**src/rtl/fft_result_unloader_pkg.sv**
```systemverilog
// Shared FFT configuration: frame geometry, sample width and unloader state encoding.
package fft_result_unloader_pkg;

    localparam int FFT_N         = 16;
    localparam int FFT_SIZE      = 4;
    localparam int FFT_BIT_WIDTH = 24;

    typedef enum logic [1:0] {
        ST_IDLE    = 2'd0,
        ST_COLLECT = 2'd1,
        ST_DRAIN   = 2'd2
    } unl_state_t;

endpackage

```
**src/rtl/fft_result_unloader_ram.sv**
```systemverilog
// Result buffer: one synchronous write port and one enabled, registered read port.
module result_ram
    import fft_result_unloader_pkg::*;
#(
    parameter int DATA_W = 2 * FFT_BIT_WIDTH,
    parameter int DEPTH  = FFT_N,
    parameter int ADDR_W = FFT_SIZE
) (
    input  logic              clk,
    input  logic              rst_n,
    input  logic              wr_en,
    input  logic [ADDR_W-1:0] wr_addr,
    input  logic [DATA_W-1:0] wr_data,
    input  logic              rd_en,
    input  logic [ADDR_W-1:0] rd_addr,
    output logic [DATA_W-1:0] rd_data
);

    logic [DATA_W-1:0] mem [DEPTH];

    always_ff @(posedge clk) begin
        if (wr_en)
            mem[wr_addr] <= wr_data;
    end

    // The read register doubles as the output data register, so it holds while rd_en is low.
    always_ff @(posedge clk or negedge rst_n) begin
        if (!rst_n)
            rd_data <= '0;
        else if (rd_en)
            rd_data <= mem[rd_addr];
    end

endmodule

```
**src/rtl/fft_result_unloader.sv**
```systemverilog
// Collects one scrambled-order FFT frame into a buffer and streams it out in natural bin order.
module fft_result_unloader
    import fft_result_unloader_pkg::*;
#(
    parameter int bit_width = FFT_BIT_WIDTH,
    parameter int N         = FFT_N,
    parameter int SIZE      = FFT_SIZE
) (
    input  logic                        clk,
    input  logic                        rst_n,
    input  logic                        valid_i,
    input  logic signed [bit_width-1:0] Re_i,
    input  logic signed [bit_width-1:0] Im_i,
    input  logic [SIZE-1:0]             wr_ptr_i,
    input  logic                        out_ready,
    output logic                        out_valid,
    output logic signed [bit_width-1:0] Re_o,
    output logic signed [bit_width-1:0] Im_o,
    output logic [SIZE-1:0]             idx_o,
    output logic                        last_o,
    output logic                        busy_o,
    output logic                        done_o,
    output logic                        overflow_o
);

    localparam logic [SIZE-1:0] LAST_IDX = SIZE'(N - 1);

    unl_state_t             state;
    logic [SIZE-1:0]        wr_cnt;
    logic [SIZE-1:0]        rd_idx_p0;
    logic                   rd_all_p0;
    logic                   rd_en_p0;
    logic                   beat_done;
    logic                   last_done;
    logic                   wr_en;
    logic [2*bit_width-1:0] rd_data_p1;

    assign beat_done = out_valid && out_ready;
    assign last_done = beat_done && last_o;
    // Read ahead whenever the output slot is empty or being consumed this cycle.
    assign rd_en_p0  = (state == ST_DRAIN) && !rd_all_p0 && (!out_valid || out_ready);
    assign wr_en     = valid_i && ((state != ST_DRAIN) || last_done);

    result_ram #(
        .DATA_W (2 * bit_width),
        .DEPTH  (N),
        .ADDR_W (SIZE)
    ) u_result_ram (
        .clk     (clk),
        .rst_n   (rst_n),
        .wr_en   (wr_en),
        .wr_addr (wr_ptr_i),
        .wr_data ({Re_i, Im_i}),
        .rd_en   (rd_en_p0),
        .rd_addr (rd_idx_p0),
        .rd_data (rd_data_p1)
    );

    assign Re_o = rd_data_p1[2*bit_width-1:bit_width];
    assign Im_o = rd_data_p1[bit_width-1:0];

    always_ff @(posedge clk or negedge rst_n) begin
        if (!rst_n) begin
            state      <= ST_IDLE;
            wr_cnt     <= '0;
            rd_idx_p0  <= '0;
            rd_all_p0  <= 1'b0;
            out_valid  <= 1'b0;
            idx_o      <= '0;
            last_o     <= 1'b0;
            busy_o     <= 1'b0;
            done_o     <= 1'b0;
            overflow_o <= 1'b0;
        end else begin
            done_o <= last_done;
            case (state)
                ST_IDLE: begin
                    if (valid_i) begin
                        state  <= ST_COLLECT;
                        wr_cnt <= SIZE'(1);
                        busy_o <= 1'b1;
                    end
                end
                ST_COLLECT: begin
                    if (valid_i) begin
                        if (wr_cnt == LAST_IDX) begin
                            state     <= ST_DRAIN;
                            wr_cnt    <= '0;
                            rd_idx_p0 <= '0;
                            rd_all_p0 <= 1'b0;
                        end else begin
                            wr_cnt <= wr_cnt + 1'b1;
                        end
                    end
                end
                ST_DRAIN: begin
                    if (valid_i && !last_done)
                        overflow_o <= 1'b1;
                    if (rd_en_p0) begin
                        out_valid <= 1'b1;
                        idx_o     <= rd_idx_p0;
                        last_o    <= (rd_idx_p0 == LAST_IDX);
                        rd_idx_p0 <= rd_idx_p0 + 1'b1;
                        if (rd_idx_p0 == LAST_IDX)
                            rd_all_p0 <= 1'b1;
                    end else if (beat_done) begin
                        out_valid <= 1'b0;
                        last_o    <= 1'b0;
                    end
                    // A write landing on the final handshake opens the next frame directly.
                    if (last_done) begin
                        if (valid_i) begin
                            state  <= ST_COLLECT;
                            wr_cnt <= SIZE'(1);
                        end else begin
                            state  <= ST_IDLE;
                            wr_cnt <= '0;
                            busy_o <= 1'b0;
                        end
                    end
                end
                default: begin
                    state  <= ST_IDLE;
                    busy_o <= 1'b0;
                end
            endcase
        end
    end

endmodule

```
**config.mk**
```make
export PLATFORM = sky130hd
export DESIGN_NAME = fft_result_unloader
export DESIGN_NICKNAME = d
export VERILOG_FILES = /design/src/rtl/fft_result_unloader_pkg.sv /design/src/rtl/fft_result_unloader_ram.sv /design/src/rtl/fft_result_unloader.sv
export SDC_FILE = /design/constraint.sdc
export NUM_CORES = 1
export LEC_CHECK = 0
export CAP_MARGIN = 30
export CORE_ASPECT_RATIO = 0.6
export CORE_MARGIN = 10
export CORE_UTILIZATION = 45
export DETAILED_ROUTE_END_ITERATION = 12
export MAX_ROUTING_LAYER = met4
export PLACE_DENSITY = 0.64
export SLEW_MARGIN = 15
export SYNTH_ARGS = -nofsm -noshare
export SYNTH_HDL_FRONTEND = slang
export SYNTH_HIERARCHICAL = 1
export SYNTH_SLANG_ARGS = --single-unit
```
**constraint.sdc**
```tcl
create_clock -name clk -period 5.78 [get_ports clk]
set_input_delay 0.867 -clock clk [delete_from_list [all_inputs] [get_ports clk]]
set_output_delay 0.867 -clock clk [all_outputs]
set_load 0.1 [all_outputs]
```
After elaboration in Yosys (flattened, before gate mapping). Memory sizes are Yosys's and may differ from the RTL's. A register that Yosys moved wholly into a read port is not among the register bits. Index checks and enable logic that the tools add are counted.

Flip-flop bits (word level): 20. Memories kept: 1. Memory bits (writable): 768. Word-level logic and storage cells: 80. Output and inout bits: 57.

Reductions and logical operators: 24. Multiplexer cells: 30. Equality and inequality tests: 12. $add $sub $neg: 2. Bitwise logic cells: 1.

Memories: u_result_ram.mem (depth 16, bits a word 48, read ports 1, clocked after memory_dff 1, wr ports 1, RTL line fft_result_unloader_ram.sv:19) `logic [DATA_W-1:0] mem [DEPTH];`.

Operators with widths (count): 4-bit 2-to-1 mux (7); 4-bit AND reduction (4); 1-bit 2-to-1 mux (14); 2-bit != test, second input constant (7); 4-bit case mux with 3 select lines (1); 4-bit by 1-bit adder with 4-bit output, second input constant (2); 4-bit equality test, second input constant (2); 2-bit 2-to-1 mux (4); 4-bit case mux with 2 select lines (1); 1-bit logical AND (6); 2-bit case mux with 3 select lines (1); 2-bit AND reduction (3); 5-bit AND reduction (1); 1-bit logical NOT (4); 2-bit nonzero test (2); 1-bit case mux with 3 select lines (1); 3-bit nonzero test (1); 2-bit by 1-bit equality test with 1-bit output, second input constant (1); 2-bit equality test, second input constant (1); 2-bit logical NOT (1); 1-bit logical OR (2); 2-bit by 1-bit != test with 1-bit output, second input constant (1); 1-bit case mux with 2 select lines (1); 1-bit NOT (1).

Longest topological paths before layout. Gate-level depths: netlist (run 1).

Word-level depth: 6. Gate-level depth with buffers: 10. Mapped depth without buffers: 6.

Cells and area by module. The synthesis (run 1) kept the hierarchy.

Modules (own cells, without submodules): result_ram (instances 1, sequential area each 24263.3 um2, area an instance 30745.7 um2, cells each 1300); fft_result_unloader (instances 1, sequential area each 500.5 um2, area an instance 1107.3 um2, cells each 112).

Worst setup path after synthesis (run 1). Ideal clock, no wire load.

Path type: reg-to-reg. Start: reg out_valid. End: mem u_result_ram/mem[0][0] in the netlist's numbering (enable). Arrival time: 5193 ps. Library setup time: 513 ps. Period minus slack after synthesis: 5707 ps. Path buffers: 0. Stages on the path, launching flop included: 5. Path slack: 73 ps. Path through: dfrtp_1 nand3_2 a21oi_1 or3b_1 nor3_1.

Word-level cells in the longest chain between the ends: 6.

RTL lines: start: declaration (RTL line fft_result_unloader.sv:16) `output logic out_valid,`; start signal: assignment (RTL line fft_result_unloader.sv:68) `out_valid <= 1'b0;`; start signal: assignment (RTL line fft_result_unloader.sv:100) `out_valid <= 1'b1;`; start signal: assignment (RTL line fft_result_unloader.sv:107) `out_valid <= 1'b0;`; 1-bit logical AND (RTL line fft_result_unloader.sv:38) `assign beat_done = out_valid && out_ready;`; 1-bit logical AND (RTL line fft_result_unloader.sv:39) `assign last_done = beat_done && last_o;`; 1-bit logical OR (RTL line fft_result_unloader.sv:42) `assign wr_en = valid_i && ((state != ST_DRAIN) || last_done);`; 1-bit logical AND (RTL line fft_result_unloader.sv:42); named net wr_en (RTL line fft_result_unloader.sv:35) `logic wr_en;`; 1-bit 2-to-1 mux (RTL line fft_result_unloader_ram.sv:22) `if (wr_en)`; 1-bit 2-to-1 mux (not written as such) (RTL line fft_result_unloader_ram.sv:23) `mem[wr_addr] <= wr_data;`; end: declaration (RTL line fft_result_unloader_ram.sv:19).

The timed path passes the listed nets, and every way through them passes these cells.

Final worst setup path (run 1).
Start: in out_ready. End: mem u_result_ram/mem[6][19] in the netlist's numbering (enable).

Word-level cells in the longest chain between the ends: 6.

RTL lines: start: declaration (RTL line fft_result_unloader.sv:15) `input logic out_ready,`; 1-bit logical AND (RTL line fft_result_unloader.sv:38); 1-bit logical AND (RTL line fft_result_unloader.sv:39); 1-bit logical OR (RTL line fft_result_unloader.sv:42); 1-bit logical AND (RTL line fft_result_unloader.sv:42); named net wr_en (RTL line fft_result_unloader.sv:35); 1-bit 2-to-1 mux (RTL line fft_result_unloader_ram.sv:22); 1-bit 2-to-1 mux (not written as such) (RTL line fft_result_unloader_ram.sv:23).

The timed path passes the listed nets, and every way through them passes these cells.

==> key figures, run 1 <==
Outcome
  • Status: finished clean

Power
  • Net Sw Frac: 30.0%
  • Pwr Density: 415 nW/um^2
  • Cell Int Power: 10.7 mW
  • Leak: 11.4 nW
  • Clock group share of total power: 32.9%
  • Peak VDD IR: 0.367 mV
  • Total power: 15.2 mW
  • Sw Pwr: 4.56 mW
  • Seq pwr share: 46.9%
  • Logic pwr share: 20.2%

Global route
  • Congestion Overflow GR: 0
  • Total GRT Usage: 17.5%
  • Pin count of the biggest net entering global routing: 86
  • Number of global-route vias before repair: 15600
  • First-pass GRT wire length: 104000 um
  • Initial antenna violation count: 3

Place
  • Port Buffers: 112
  • RePlAce Congestion: 0.779
  • HPWL after DPL: 40300 um

Floorplan
  • Die ar.: 82200 um^2
  • Rows: 75
  • Die W: 363 um
  • I/O pins: 113
  • Initial Utilization: 45.5%
  • Placeable Area: 70000 um^2
  • Die Height: 226 um

CTS
  • Clk_lat worst skew: 0.62 ns
  • CTS Buf Count: 74
  • Hold Buf Count CTS: 0
  • Post-CTS setup buffer count: 0
  • TritonCTS clock tree: done
  • Clk sink count: 836
  • PostCTS Resize Cnt: 0
  • Htree depth: 3
  • Clock-pin transition on the worst setup and hold timing paths: 0.06 ns
  • CTS root buffer: clkbuf_16
  • CTS Buffer Depth: 3

Critical path
  • Startpoint Class: input port
  • CP required: 6.03 ns
  • Worst R2R Path Depth: 6
  • Reg2reg end: u_result_ram/mem[6][19]$_DFFE_PP_
  • Element type at the critical path end: flop
  • Setup CP Type: in2reg
  • Worst reg2reg path startpoint: state[0]$_DFFE_PN0P_
  • Crit-path max FO: 28
  • Crit path DAT: 3.72 ns
  • R2r setup slk: 2.33 ns

Synthesis
  • Sequential-to-total area share from yosys stat: 77.7%
  • Ys Warns: 6
  • Mapped cell area: 31900 um^2
  • Synth unique cells: 49
  • Syn nets: 1475
  • Average size of a mapped cell: 22.6 um^2
  • Post-Syn Instances: 1412
  • Main synth FF type: edfxtp_1
  • #FFs+latches synth: 836
  • Number of synthesized flops with an enable pin: 768
  • Asr flop ratio synth: 8.13%

STA
  • Final setup vio count: 0
  • Final period util: 60.0%
  • Maximum clock rate: 0.288 GHz
  • Worst Max-Slew Pin Slew: 1.00 ns
  • RSZ-0062 raised after global routing: no
  • Final Hold Violating Endpoints: 0
  • Final Slew Violations: 0
  • Post-route minimum period: 3.47 ns
  • Final setup TNS: 0 ns
  • Layout Skew: 0.0232 ns
  • Slew margin rel.: 32.8%

Routing
  • Total routed wirelength: 69500 um
  • Wire per inst: 27.2 um
  • Initial DRC Count: 1659
  • Drt drc: 0
  • Drt pass-1 iters: 5
  • Detail Route Antenna Nets: 0
  • Total number of vias: 15000
  • Number of vias per cell: 5.88

Final layout
  • Register area: 24800 um^2
  • Filler cells: 5276
  • Multi-input gate area: 6590 um^2
  • Final core utilization: 52.5%
  • Final Net Count: 1632
  • Commonest non-fill, non-tap cell in the layout: edfxtp_1
  • Layout cell share with drive strength beyond 1: 23.9%
  • Commonest non-fill, non-tap cells in the layout: edfxtp_1, mux4_2, clkdlybuf4s50_1, clkbuf_16, dfrtp_1
  • Area grow syn2layout: 15.3%

Job
  • Max-Cap Viols: 0

Min path
  • Hold Path Class: in2async
## critical path, stage by stage
cell and delay [ns]:
clkdlybuf4s50_1 0.60, nand3_2 0.16, a21oi_1 0.37, nand3b_1 0.39
nor2_4 0.74, buf_4 0.56
## final cells by class
class | count | share of cell area [%]
Antenna cell | 4 | 0.0273
Clock buffer | 98 | 5.48
Clock inverter | 39 | 1.24
Inverter | 9 | 0.0988
Multi-Input combinational cell | 490 | 18.0
Sequential cell | 836 | 67.5
Tap cell | 924 | 3.15
Timing Repair Buffer | 158 | 4.57
## state kept, by name, indices dropped and copies added (netlist names)
| signal | cells |
|---|---|
| busy_o | 1 |
| done_o | 1 |
| idx_o | 4 |
| last_o | 1 |
| out_valid | 1 |
| overflow_o | 1 |
| rd_all_p0 | 1 |
| rd_idx_p0 | 4 |
| state | 2 |
| u_result_ram/mem | 768 |
| u_result_ram/rd_data | 48 |
| wr_cnt | 4 |
## worst max path at each step
stage                                        end  cells after the start                  start  slack [ns]
4_1_cts         u_result_ram/mem[6][9]$_DFFE_PP_                      6              out_ready        2.38
6_report       u_result_ram/mem[6][19]$_DFFE_PP_                      6              out_ready        2.31
2_1_floorplan   u_result_ram/mem[0][0]$_DFFE_PP_                      4  out_valid$_DFFE_PN0P_        0.07
5_1_grt        u_result_ram/mem[6][13]$_DFFE_PP_                      6   state[0]$_DFFE_PN0P_        2.11
3_3_place_gp   u_result_ram/mem[2][46]$_DFFE_PP_                      6              out_ready        1.66
3_5_place_dp    u_result_ram/mem[6][5]$_DFFE_PP_                      6              out_ready        1.75
## per-layer routing
metal	track usage, %	wire length (um)	up-vias
li1	-	-	6308
met1	24.7	31200	8118
met2	26.1	32000	518
met3	3.39	4670	103
met4	4.49	1610	0
met5	-	0	-
## power groups by stage
stage / Combinational [mW] / Sequential (mW) / Clock (mW)
2_1_floorplan: 0.881 / 8.46 / 0
3_3_place_gp: 2.90 / 7.26 / 0
3_5_place_dp: 3.10 / 7.27 / 0
4_1_cts: 3.11 / 7.14 / 5.12
5_1_grt: 3.22 / 7.17 / 5.37
6_report: 3.08 / 7.13 / 5.01
## kinds of logic (layout without fill, tap and decap cells)
| logic type | count (synthesis) | in the layout | synth area share [%] |
|---|---|---|---|
| flip-flops | 836 | 836 | 77.7 |
| buffers and inverters | 86 | 304 | 1.92 |
| adder cells (fa/ha/maj) | 7 | 7 | 0.275 |
| AO/OA/AOI/OAI | 130 | 130 | 3.21 |
| other | 0 | 4 | 0 |
| multiplexers | 244 | 244 | 15.3 |
| AND/OR/NAND/NOR | 109 | 109 | 1.56 |
## synthesized netlist by cell type, drive strengths merged, types with 7 or more instances
cell type / instances / share of area [%]
edfxtp: 768 / 72
mux4: 192 / 14
dfrtp: 68 / 5.3
nor2: 65 / 0.77
buf: 57 / 1.6
o22ai: 49 / 0.96
a221oi: 48 / 1.5
mux2i: 48 / 1.5
clkbuf: 20 / 0.24
nand2: 15 / 0.18
o21ai: 10 / 0.16
inv: 9 / 0.11
ha: 7 / 0.27
## stage by stage
step           instance area [um^2]  instances  hold slack (ns)  setup WS (ns)
6_report                      36700       2558            0.105           2.31
5_1_grt                       36700       2557           0.0975           2.11
4_1_cts                       36700       2553           0.0873           2.38
3_5_place_dp                  34200       2416            0.475           1.75
3_3_place_gp                  34000       2407            0.464           1.66
2_1_floorplan                 31900       1412            0.497         0.0734
No activity file was read; power rests on OpenSTA's default activity.
==> inputs of run 2 (changes only) <==
PLACE_DENSITY = 0.62   (was 0.64)
clock period = 3.4 ns   (was 5.78 ns; I/O delays follow)
==> run 2 against run 1 <==
Against the previous run: global-route usage decreased by 0.68 points; cell area increased by 0.40%; combinational power increased by 61%; routed wire length decreased by 4.3%; power increased by 68%; hold slack improved by 0.38 ns; worst setup slack got worse by 1.7 ns; sequential power increased by 70%; critical endpoint is now Re_o[5].
==> key figures, run 2 (same netlist as run 1, synthesis figures left out) <==
STA
  • Final setup TNS: 0 ns (unchanged)
  • Worst Max-Slew Pin Slew: 1.00 ns (about the same)
  • Layout Skew: 0.0192 ns (was 0.0232 ns)
  • Post-route minimum period: 2.75 ns
  • Final Slew Violations: 0 (unchanged)
  • Final setup vio count: 0 (unchanged)
  • Fin Hold WS: 0.486 ns (was 0.105 ns)
  • Final period util: 81.0%
  • Final Hold Violating Endpoints: 0 (unchanged)
  • RSZ-0062 raised after global routing: no (unchanged)
  • Slew margin rel.: 33.1% (was 32.8%)
  • Maximum clock rate: 0.363 GHz

Place
  • HPWL after DPL: 35700 um (was 40300 um)
  • Port Buffers: 112 (unchanged)
  • RePlAce Congestion: 0.763 (was 0.779)

Routing
  • Initial DRC Count: 1250 (was 1659)
  • Drt drc: 0 (unchanged)
  • Total routed wirelength: 66500 um (was 69500 um)
  • Wire per inst: 26.0 um (was 27.2 um)
  • Total number of vias: 14700 (was 15000)
  • Drt pass-1 iters: 5 (unchanged)
  • Detail Route Antenna Nets: 0 (unchanged)
  • Number of vias per cell: 5.73 (was 5.88)

Critical path
  • Element type at the critical path end: output pin (was flop)
  • Critical-path cell with the highest stage delay: clkdlybuf4s50_1 (was nor2_4)
  • Crit-path max FO: 2 (was 28)
  • Buf+Inv Stages, Crit Path: 1 (was 2)
  • CP top delay family: buffers and inverters (was simple AND/OR/NAND/NOR gates)
  • Crit path DAT: 2.24 ns (was 3.72 ns)
  • CP required: 2.89 ns (was 6.03 ns)
  • Setup CP Type: reg2out (was in2reg)
  • Max incr delay on CP: 1.18 ns (was 0.74 ns)
  • Startpoint Class: flop (was input port)
  • CP cell instances: clkdlybuf4s50_1 (was clkdlybuf4s50_1 > nand3_2 > a21oi_1 > nand3b_1 > nor2_4 > buf_4)

CTS
  • Hold Buf Count CTS: 1 (was 0)
  • Clk_lat worst skew: 0.62 ns (about the same)
  • Clock-pin transition on the worst setup and hold timing paths: 0.06 ns (about the same)
  • Clk sink count: 836 (unchanged)
  • PostCTS Resize Cnt: 0 (unchanged)
  • Htree depth: 3 (unchanged)
  • CTS root buffer: clkbuf_16 (unchanged)
  • Post-CTS setup buffer count: 0 (unchanged)
  • CTS Buf Count: 76 (was 74)
  • TritonCTS clock tree: done (unchanged)
  • CTS Buffer Depth: 3 (unchanged)

Floorplan
  • Initial Utilization: 45.5% (unchanged)
  • Rows: 75 (unchanged)
  • I/O pins: 113 (unchanged)
  • Die Height: 226 um (unchanged)
  • Placeable Area: 70000 um^2 (unchanged)
  • Die ar.: 82200 um^2 (unchanged)
  • Die W: 363 um (unchanged)

Final layout
  • Final core utilization: 52.7% (was 52.5%)
  • Layout cell share with drive strength beyond 1: 24.3% (was 23.9%)
  • Final Net Count: 1633 (was 1632)
  • Multi-input gate area: 6620 um^2 (was 6590 um^2)
  • Max reg flops: 768 (unchanged)
  • Register area: 24800 um^2 (about the same)
  • Commonest non-fill, non-tap cell in the layout: edfxtp_1 (unchanged)
  • Filler cells: 5321 (was 5276)
  • Largest regs: u_result_ram/mem (768), u_result_ram/rd_data (48) (unchanged)
  • N_diodes: 0 (was 4)
  • Area grow syn2layout: 15.7% (was 15.3%)
  • Commonest non-fill, non-tap cells in the layout: edfxtp_1, mux4_2, clkdlybuf4s50_1, clkbuf_16, dfrtp_1 (unchanged)
  • Top reg by flops: u_result_ram/mem (unchanged)

Power
  • Cell Int Power: 18.0 mW (was 10.7 mW)
  • Logic pwr share: 19.4% (was 20.2%)
  • Net Sw Frac: 29.5% (was 30.0%)
  • Clock group share of total power: 33.4% (was 32.9%)
  • Total power: 25.6 mW (was 15.2 mW)
  • Leak: 11.5 nW (was 11.4 nW)
  • Peak VDD IR: 0.668 mV (was 0.367 mV)
  • Pwr Density: 694 nW/um^2 (was 415 nW/um^2)
  • Seq pwr share: 47.2% (was 46.9%)
  • Sw Pwr: 7.55 mW (was 4.56 mW)

Min path
  • Hold Path Class: in2async (unchanged)

Outcome
  • Status: finished clean (unchanged)

Global route
  • Initial antenna violation count: 1 (was 3)
  • First-pass GRT wire length: 100000 um (was 104000 um)
  • Congestion Overflow GR: 0 (unchanged)
  • Number of global-route vias before repair: 15300 (was 15600)
  • Pin count of the biggest net entering global routing: 97 (was 86)
  • Total GRT Usage: 16.8% (was 17.5%)

Job
  • Max-Cap Viols: 0 (unchanged)
-- run 2: cell count changes in the layout (fill, tap and decap cells not counted), sizes merged --
cell	previous run	this run
buf	47	60
clkbuf	98	117
clkdlybuf4s50	111	96
bufinv	8	5
dlygate4sd3	0	1
clkinvlp	5	0
clkinv	25	18
diode	4	0
inv	10	9
-- run 2: metal layers --
metal  up-vias  global-route usage [%]  part of all wire (%)  routed length (um)
li1       6322                       -                     -                   -
met1      7917                    23.9                    47               31100
met2       339                    25.6                    47               31400
met3        78                    2.64                   4.5                2980
met4         0                    3.68                   1.4                 948
met5         -                       -                     0                   0
-- run 2: area by class of cell --
class / count / area share [%]
clock inverters: 23 / 0.652
multi-input cells: 490 / 18.0
inverters: 9 / 0.0984
well taps: 924 / 3.14
repair buffers: 157 / 4.84
flip-flops and latches: 836 / 67.2
clock buffers: 117 / 6.11
-- run 2: power by group through the flow --
stage	Sequential [mW]	Clock, mW	Combinational (mW)
floorplan	14.4	0	1.50
global placement	12.3	0	4.97
global route	12.1	9.20	5.24
finish	12.1	8.54	4.97
detailed placement	12.3	0	5.02
CTS	12.1	8.75	5.04
-- run 2: path summary, 6_finish.rpt --
check	start	end	slack, ns	depth (start not counted)
max	u_result_ram/rd_data[29]$_DFFE_PN0P_	Re_o[5]	0.65	1
min	rst_n	u_result_ram/rd_data[42]$_DFFE_PN0P_	0.49	2
max reg2reg	state[0]$_DFFE_PN0P_	u_result_ram/mem[3][12]$_DFFE_PP_	0.88	6
min reg2reg	idx_o[1]$_DFFE_PN0P_	idx_o[1]$_DFFE_PN0P_	0.51	1
max in group asynchronous	rst_n	u_result_ram/rd_data[21]$_DFFE_PN0P_	2.13	3
min in group clk	idx_o[1]$_DFFE_PN0P_	idx_o[1]$_DFFE_PN0P_	0.51	1
-- run 2: stage by stage --
stage | instances | setup slack [ns] | instance area (um^2)
floorplan | 1412 | -0.511 | 31900
global placement | 2415 | 0.366 | 34400
finish | 2556 | 0.645 | 36900
CTS | 2556 | 0.586 | 36900
detailed placement | 2415 | 0.347 | 34400
global route | 2556 | 0.589 | 36900
